## src/rtl/cpu_pkg.sv

```systemverilog
// Shared CPU definitions: widths, opcode field layout, opcode constants and
// the fetch FSM state type.
package cpu_pkg;

    localparam int ADDR_W = 14;
    localparam int INS_W  = 19;

    localparam int OPC_HI = 18;
    localparam int OPC_LO = 14;
    localparam int OPC_W  = OPC_HI - OPC_LO + 1;

    localparam logic [OPC_W-1:0] OPC_NOP  = 5'h00;
    localparam logic [OPC_W-1:0] OPC_LOAD = 5'h01;
    localparam logic [OPC_W-1:0] OPC_STOR = 5'h02;
    localparam logic [OPC_W-1:0] OPC_ADD  = 5'h03;
    localparam logic [OPC_W-1:0] OPC_SUB  = 5'h04;
    localparam logic [OPC_W-1:0] OPC_AND  = 5'h05;
    localparam logic [OPC_W-1:0] OPC_OR   = 5'h06;
    localparam logic [OPC_W-1:0] OPC_XOR  = 5'h07;
    localparam logic [OPC_W-1:0] OPC_JMP  = 5'h08;
    localparam logic [OPC_W-1:0] OPC_BRZ  = 5'h09;
    localparam logic [OPC_W-1:0] OPC_HALT = 5'h1F;

    typedef enum logic [1:0] {
        IDLE,
        FETCH,
        HOLD,
        DRAIN
    } fetch_state_t;

    function automatic logic [OPC_W-1:0] opcode_of(input logic [INS_W-1:0] word);
        return word[OPC_HI:OPC_LO];
    endfunction

endpackage

```

## src/rtl/fetch_pc.sv

```systemverilog
// Program counter: wrapping increment and redirect target selection.
// With FETCH_BRANCH_EN defined, a relative branch joins the redirect mux.
module fetch_pc #(
    parameter int          ADDR_W   = cpu_pkg::ADDR_W,
    parameter int unsigned RESET_PC = 0
) (
    input  logic              clk,
    input  logic              rst,
    input  logic              advance,
    input  logic              redirect_valid,
    input  logic [ADDR_W-1:0] redirect_addr,
`ifdef FETCH_BRANCH_EN
    input  logic              branch_taken,
    input  logic [5:0]        branch_offset,
    input  logic [ADDR_W-1:0] branch_base,
`endif
    output logic              redirect_any,
    output logic [ADDR_W-1:0] pc
);

    logic [ADDR_W-1:0] target;

    // NOTE: every output of a combinational block is given a default first so no latch is inferred.
    always_comb begin
        redirect_any = redirect_valid;
        target       = redirect_addr;
`ifdef FETCH_BRANCH_EN
        // An absolute redirect outranks a branch raised in the same cycle.
        if (!redirect_valid && branch_taken) begin
            redirect_any = 1'b1;
            target       = branch_base + ADDR_W'($signed(branch_offset));
        end
`endif
    end

    // NOTE: sequential state is assigned with <= so every register samples pre-edge values.
    always_ff @(posedge clk or posedge rst) begin
        if (rst) begin
            pc <= ADDR_W'(RESET_PC);
        end else if (redirect_any) begin
            pc <= target;
        end else if (advance) begin
            pc <= pc + ADDR_W'(1);
        end
    end

endmodule

```

## src/rtl/fetch_unit.sv

```systemverilog
// Instruction fetch FSM: issues memory requests, presents words to the IR,
// handles stall, redirect and drain. Optional branch ports: FETCH_BRANCH_EN.
module fetch_unit #(
    parameter int          ADDR_W   = cpu_pkg::ADDR_W,
    parameter int          INS_W    = cpu_pkg::INS_W,
    parameter int unsigned RESET_PC = 0
) (
    input  logic              clk,
    input  logic              rst,
    input  logic              run,
    output logic              imem_req,
    output logic [ADDR_W-1:0] imem_addr,
    input  logic              imem_ack,
    input  logic [INS_W-1:0]  imem_rdata,
    output logic [INS_W-1:0]  ins,
    output logic              load_IR,
    output logic [ADDR_W-1:0] ins_pc,
    input  logic              stall,
    input  logic              redirect_valid,
`ifdef FETCH_BRANCH_EN
    input  logic              branch_taken,
    input  logic [5:0]        branch_offset,
`endif
    input  logic [ADDR_W-1:0] redirect_addr
);

    import cpu_pkg::*;

    fetch_state_t      state, state_nxt;
    logic [ADDR_W-1:0] pc;
    logic [ADDR_W-1:0] drain_addr;
    logic              redirect_any;
    logic              advance;
    logic              capture;
    logic              load_q, load_nxt;
    logic              hold_load;

    fetch_pc #(
        .ADDR_W   (ADDR_W),
        .RESET_PC (RESET_PC)
    ) u_pc (
        .clk            (clk),
        .rst            (rst),
        .advance        (advance),
        .redirect_valid (redirect_valid),
        .redirect_addr  (redirect_addr),
`ifdef FETCH_BRANCH_EN
        .branch_taken   (branch_taken),
        .branch_offset  (branch_offset),
        .branch_base    (ins_pc),
`endif
        .redirect_any   (redirect_any),
        .pc             (pc)
    );

    always_comb begin
        state_nxt = state;
        imem_req  = 1'b0;
        advance   = 1'b0;
        capture   = 1'b0;
        load_nxt  = 1'b0;
        hold_load = 1'b0;
        case (state)
            IDLE: begin
                state_nxt = run ? FETCH : IDLE;
            end
            FETCH: begin
                imem_req = 1'b1;
                if (imem_ack) begin
                    if (redirect_any) begin
                        state_nxt = FETCH;
                    end else begin
                        capture = 1'b1;
                        advance = 1'b1;
                        if (stall) begin
                            state_nxt = HOLD;
                        end else begin
                            load_nxt  = 1'b1;
                            state_nxt = run ? FETCH : IDLE;
                        end
                    end
                end else if (redirect_any) begin
                    state_nxt = DRAIN;
                end
            end
            HOLD: begin
                if (redirect_any) begin
                    state_nxt = run ? FETCH : IDLE;
                end else if (!stall) begin
                    hold_load = 1'b1;
                    state_nxt = run ? FETCH : IDLE;
                end
            end
            DRAIN: begin
                // The old request must still complete; its data is thrown away.
                imem_req = 1'b1;
                if (imem_ack) begin
                    state_nxt = FETCH;
                end
            end
            default: state_nxt = IDLE;
        endcase
    end

    assign imem_addr = (state == DRAIN) ? drain_addr : pc;
    assign load_IR   = load_q | hold_load;

    always_ff @(posedge clk or posedge rst) begin
        if (rst) begin
            state      <= IDLE;
            load_q     <= 1'b0;
            ins        <= '0;
            ins_pc     <= '0;
            drain_addr <= ADDR_W'(RESET_PC);
        end else begin
            state  <= state_nxt;
            load_q <= load_nxt;
            if (capture) begin
                ins    <= imem_rdata;
                ins_pc <= pc;
            end
            if (state == FETCH && redirect_any && !imem_ack) begin
                drain_addr <= pc;
            end
        end
    end

endmodule

```

## config.mk

```make
export PLATFORM = sky130hd
export DESIGN_NAME = fetch_unit
export DESIGN_NICKNAME = d
export VERILOG_FILES = /design/src/rtl/cpu_pkg.sv /design/src/rtl/fetch_pc.sv /design/src/rtl/fetch_unit.sv
export SDC_FILE = /design/constraint.sdc
export NUM_CORES = 1
export LEC_CHECK = 0
export CAP_MARGIN = 10
export CORE_ASPECT_RATIO = 0.9
export CORE_MARGIN = 1.5
export CORE_UTILIZATION = 50
export CTS_CLUSTER_SIZE = 40
export DETAILED_ROUTE_END_ITERATION = 12
export PLACE_DENSITY = 0.81
export SLEW_MARGIN = 30
export SYNTH_ARGS = -nofsm -noshare
export SYNTH_HDL_FRONTEND = slang
export SYNTH_SLANG_ARGS = --single-unit
```

## constraint.sdc

```tcl
create_clock -name clk -period 4.4 [get_ports clk]
set_input_delay 1.32 -clock clk [delete_from_list [all_inputs] [get_ports clk]]
set_output_delay 1.32 -clock clk [all_outputs]
set_load 0.01 [all_outputs]
```

# Word-level counts from Yosys, hierarchy flattened
# Index checks and enable logic that the tools add are counted.
# classes
shift	0
n_reduce_logical	7
magnitude_cmp	0
muxes	21
bitwise_logic	1
multipliers	0
addsub	1
eq_ne	6
n_div	0
# op_table
operator	n
2-to-1 mux 14 bit	3
adder 14 x 1 -> 14 bit, second input constant	1
2-to-1 mux 2 bit	7
2-to-1 mux 1 bit	10
case mux 2 bit (4 select lines)	1
inequality test 3 bit, second input constant	2
equality test 2 bit, second input constant	2
AND reduction 3 bit	1
equality test 2 x 1 -> 1 bit, second input constant	1
logical AND 1 bit	2
zero test 2 bit	1
inequality test 2 bit, second input constant	1
nonzero test 2 bit	1
OR reduction 2 bit	1
zero test 1 bit	1
OR 1 bit	1
# word_totals
romBits	0
register_bits	64
mem_count	0
inputBits	39
latch_bits	0
mem_bits_rw	0
out_inout_bits	49
word_cells	42

# Depth between registers and ports, before layout
# Gate-level depths: netlist (run 1).
# logic_depth
ltp_word	5
mapped_depth	6
ltp_nobuf	5

# Hierarchy
# Synthesis (run 1) repeated with hierarchy kept, for this count alone.
# hier_totals
cells_unflattened	239
area_unflattened_um2	3035.4
# by_module_without_submodules
module	seq_area_each_um2	instances	cells_each	area_per_inst_um2
fetch_unit	1251.2	1	138	2130.8
fetch_pc	350.3	1	101	904.6

# Worst setup path after synthesis (run 1)
# Ideal clock, no wire load.
# synth_path
kind	input -> output
from	input port redirect_valid
to	output port load_IR
path_stages	3
n_path_buf	2
t_arrival_ps	2229
required_time_ps	3080
setup_slack_ps	851
cell_sequence	buf_2 clkbuf_1 o41ai_1
# synth_via
elab_chain_len	3
# synth_rtl
item	line	rtl
start: declaration	fetch_unit.sv:19	input logic redirect_valid,
2-to-1 mux 1 bit	-	
2-to-1 mux 1 bit	fetch_unit.sv:63	case (state)
OR 1 bit	fetch_unit.sv:106	assign load_IR = load_q | hold_load;
end: declaration	fetch_unit.sv:16	output logic load_IR,
# No other way between the ends.

# Worst setup path after layout (run 1)
# Same ends and word-level chain as after synthesis.

==> flow_summary.ini, run 1 <==
[global_routing]
grt_pass1_wl_um = 10500
antenna_found_initial = 0
grt_max_degree = 45
grt_use_total_pct = 21.0
overflow = 0
grt_pass1_vias = 2112

[routing]
via_count = 2090
wl_met1_um = 2690
top_layer_used = met4
drt_iter0_markers = 92
drcViolationCount = 0
postRouteAntennaNets = 0
via_per_inst = 5.37
wl_um = 6080
met3_length_um = 415
detail_route.first_pass.iterations = 4
met2_length_um = 2880
avgRoutedWirePerCell_um = 15.6

[floorplanning]
pin_count = 88
num_rows = 26
die_x_um = 84.4
die_h_um = 76.3
core_area_um2 = 5730
dieArea_um2 = 6440
initial_core_util_pct = 52.1

[hold_path]
min_to = ins[7]
hold_depth = 1
min_from = ins[7]
hold_class = flip-flop to flip-flop

[synthesis]
synth_nets = 267
seq_area_frac_synth_pct = 53.7
synth_seq_cells = 64
yosysTopAreaCell = dfrtp_1
synth_area_um2 = 2980
yosys-top-cells-area = dfrtp_1 54%, mux2_2 15%, mux2_1 7.9%
yosysWarnings = 0
synthArstFlopShare_pct = 100
avgSynthCellArea_um2 = 13.1
yosysUniqueCellTypes = 41
synthCells = 227
synth_top_cell_area_share_pct = 53.7
synth_top_flop_cell = dfrtp_1
synth_edf_count = 0

[placed_design]
placed_cell_area_um2 = 3890
dp_slack_ps = 300
port_buffers = 87
dp_hpwl_um = 4240
gp_congestion = 0.742
dp.cells = 373

[clocking]
cts-resized-gates = 0
clkTransAtPathRegs_ps = 70
cts_setup_buffers = 0
cts_made_buffers = 9
htreeDepth = 3
clk_latency_ps = 340
tritoncts = built
cts-hold-fix-buffers = 0
cts-root-buf = clkbuf_8
ctsLongestPathBuffers = 2
clkSinkCount = 64

[finish]
final_cell_count_no_fill = 389
syn_to_final_growth_pct = 37.1
post_route_cells_drive_above_1_share_pct = 21.0
multi_input_area_um2 = 1260
fin_nets = 354
design_area_um2 = 4090
fillCellCount = 443
seq_area_um2 = 1600
diodes = 0
final_common_cell = clkdlybuf4s50_1
most-common-layout-cells = 87 x clkdlybuf4s50_1, 64 x dfrtp_1, 40 x mux2_2, 21 x mux2_1, 16 x nand2_1
finalCoreUtilization_pct = 71.4

[critical_path]
cp.arrival_ps = 2800
r2r_slack_ps = 2440
cp-end-kind = output port
required_ps = 3080
critPathLaunchType = input port
path_class = input port to output port
r2r_cells = 4
r2r-end = ins_pc[13]
r2r-start = state[1]
critical_path.max_fanout = 2

[sta]
fin_ws_ps = 276
finalMaxSlewViolations = 0
fmax_ghz = 0.242
tightestPinTransition_ps = 779
finalCritPeriodShare_pct = 93.7
slew_headroom_pct = 48.0
worst_clock_skew_ps = 9.25
finalHoldViolations = 0
layout_min_cycle_time_ps = 4120
hold-worst-slack_ps = 483
final-setup-viol-count = 0
rsz0062_at_grt = no
setup_tns_ps = 0

[power_and_ir_drop]
irDropWorstVdd_mv = 0.299
power_mw = 2.03
power.density_nw_per_um2 = 496
leakage_nw = 1.70

[status]
outcome = finished, final reports clean

[run]
drv_cap = 0
-- worst max-delay path by stage --
stage / to / cells past startpoint / slack (ps) / startpoint
after global routing: load_IR / 3 / 230 / redirect_valid
after global placement: load_IR / 3 / 320 / redirect_valid
after floorplan: load_IR / 3 / 850 / redirect_valid
after CTS: load_IR / 3 / 260 / redirect_valid
final: load_IR / 3 / 280 / redirect_valid
after detailed placement: load_IR / 3 / 300 / redirect_valid
-- metal layers --
layer / track usage [%] / vias to the layer above
li1: - / 984
met1: 28.5 / 1034
met2: 30.7 / 61
met3: 7.58 / 11
met4: 8.39 / 0
met5: 0 / -
-- synthesized netlist by cell type, types with 4 or more instances --
library cell	count
inv_1	5
clkbuf_1	5
o21ai_1	5
mux2_1	21
nand3_1	4
dfrtp_1	64
buf_6	4
mux2_2	40
xnor2_1	5
xor2_1	5
buf_2	4
o21ai_0	7
nand2_1	16
-- state kept, by name, indices dropped and copies added, names as in the netlist --
signal      cells
drain_addr     14
ins            19
ins_pc         14
load_q          1
state           2
u_pc.pc        14
-- critical path, stage by stage --
cell and delay, ps:
clkdlybuf4s50_1 450, o41ai_1 420, clkdlybuf4s50_1 620
-- cell families after synthesis --
family	after synthesis	share of synthesized area, %
flip-flops	64	53.7
multiplexers	62	23.4
AND/OR/NAND/NOR	47	11.0
AO/OA/AOI/OAI	22	4.57
buffers and inverters	21	3.99
XOR/XNOR	10	2.94
adder cells (fa/ha/maj)	1	0.420
-- final cells by class --
type	count	area share [%]
inverter	6	0.582
sequential	64	39.2
tap	70	2.14
clock buffer	13	3.89
clock inverter	3	0.980
multi-input combinational	142	30.9
timing repair buffer	91	22.4
-- where the power goes --
group | leakage, nW | switching, mW | internal [mW]
clock | 0.103 | 0.217 | 0.291
combinational | 0.829 | 0.235 | 0.419
sequential | 0.768 | 0.107 | 0.756
total | 1.70 | 0.558 | 1.47
Note: power is estimated with default switching activity, not from simulation.
==> run 2: changes to the inputs <==
- CORE_UTILIZATION: 50 -> 45
- PLACE_DENSITY: 0.81 -> 0.74
==> run 2 against run 1 <==
Against the previous run:
- largest power group unchanged
- clock skew is 2.8 ps lower
- sequential share of layout area hardly changed
- wire length is 2.0% lower
- setup slack better by 67 ps
- power is 1.8% lower
- count of clock-buffer cells in the layout is 2 lower
- flip-flop and latch count stayed put
- register-to-register slack worse by 20 ps
- final cell count is 4.4% higher
- die area is 11% higher
==> flow_summary.ini, run 2 (synthesis gave the netlist of run 1 again) <==
[sta]
finalMaxSlewViolations = 0
final-setup-viol-count = 0
tightestPinTransition_ps = 677
slew_headroom_pct = 54.8
worst_clock_skew_ps = 6.40
layout_min_cycle_time_ps = 4060
finalHoldViolations = 0
fmax_ghz = 0.247
finalCritPeriodShare_pct = 92.2
rsz0062_at_grt = no
setup_tns_ps = 0

[clocking]
clkTransAtPathRegs_ps = 60
cts-root-buf = clkbuf_8
tritoncts = built
clk_latency_ps = 330
clkSinkCount = 64
cts-resized-gates = 0
cts_made_buffers = 9
cts_setup_buffers = 0
ctsLongestPathBuffers = 2
cts-hold-fix-buffers = 0
htreeDepth = 3

[critical_path]
path_common_cell = clkdlybuf4s50_1
cp.arrival_ps = 2740
cp-end-kind = output port
cpPeakStageDelay_ps = 600
path_class = input port to output port
required_ps = 3080
critical_path.max_fanout = 2
critPathLaunchType = input port
worstPathCellList = clkdlybuf4s50_1 -> o41ai_1 -> clkdlybuf4s50_1
cp_slowest_cell = clkdlybuf4s50_1

[floorplanning]
die_h_um = 80.2
dieArea_um2 = 7120
initial_core_util_pct = 47.7
core_area_um2 = 6250
die_x_um = 88.8
num_rows = 27
pin_count = 88

[finish]
fillCellCount = 507
post_route_cells_drive_above_1_share_pct = 21.3
final_common_cell = clkdlybuf4s50_1
most-common-layout-cells = 87 x clkdlybuf4s50_1, 64 x dfrtp_1, 40 x mux2_2, 21 x mux2_1, 16 x nand2_1
syn_to_final_growth_pct = 37.1
diodes = 0
fin_nets = 355
max_flop_register = ins
largest_register_ffs = 19

[global_routing]
grt_use_total_pct = 17.9
grt_pass1_wl_um = 9550
grt_pass1_vias = 2083
antenna_found_initial = 0
overflow = 0
grt_max_degree = 36

[placed_design]
dp_hpwl_um = 4260
port_buffers = 87
gp_congestion = 0.770

[routing]
detail_route.first_pass.iterations = 4
via_count = 2090
drt_iter0_markers = 82
wl_um = 5960
drcViolationCount = 0
via_per_inst = 5.15
postRouteAntennaNets = 0
avgRoutedWirePerCell_um = 14.7

[power_and_ir_drop]
power_mw = 1.99
power.density_nw_per_um2 = 486
leakage_nw = 1.70
irDropWorstVdd_mv = 0.293

[hold_path]
hold_class = flip-flop to flip-flop

[run]
drv_cap = 0

[status]
outcome = finished, final reports clean
[run 2: cell types whose count changed in the layout (fill, tap and decap cells not counted)]
| cell | change |
|---|---|
| inv_2 | +1 |
| clkbuf_8 | -1 |
| clkbuf_1 | -1 |
| buf_12 | -1 |
| buf_4 | +2 |
[run 2: final timing paths]
check / startpoint / endpoint / slack [ps] / depth (start not counted)
min in group asynchronous: rst / ins[5] / 1270 / 2
hold / removal: ins[10] / ins[10] / 480 / 1
hold reg to reg: ins[10] / ins[10] / 480 / 1
setup / recovery: redirect_valid / load_IR / 340 / 3
max in group asynchronous: rst / u_pc.pc[2] / 2490 / 3
setup reg to reg: state[1] / ins[11] / 2420 / 4
[run 2: area by class of cell]
type                       count  area, µm²  share of cell area, %
multi-input combinational    142       1260                   30.8
clock buffer                  11        141                   3.46
inverter                       6       22.5                  0.551
sequential                    64       1600                   39.2
clock inverter                 4       45.0                   1.10
timing repair buffer          92        908                   22.2
tap                           87        109                   2.66
[run 2: power by group]
part,switching (mW),internal [mW],total [mW]
combinational,0.233,0.417,0.651
clock,0.206,0.271,0.477
sequential,0.104,0.757,0.861
[run 2: metrics by stage]
step                util [%]  instance area [µm²]  cells  setup WS, ps  hold WS, ps
finish                  65.4                 4090    406           343          482
CTS                     65.4                 4090    406           305          489
global placement        62.4                 3900    391           304          467
floorplan                  -                 2980    227           851          477
detailed placement      62.4                 3900    391           308          474
global route            65.4                 4090    406           294          503
[run 2: critical path: cells and delay by family]
kind	cells	cell delay, ps
compound gates	1	360
buf+inv	2	1060
[run 2: routing by layer]
metal / global-route usage (%) / routed length [µm] / part of all wire (%)
met4: 8.44 / 111 / 1.9
met3: 4.93 / 362 / 6.1
met5: 0 / 0 / 0
met2: 27.9 / 2720 / 46
met1: 23.0 / 2760 / 46
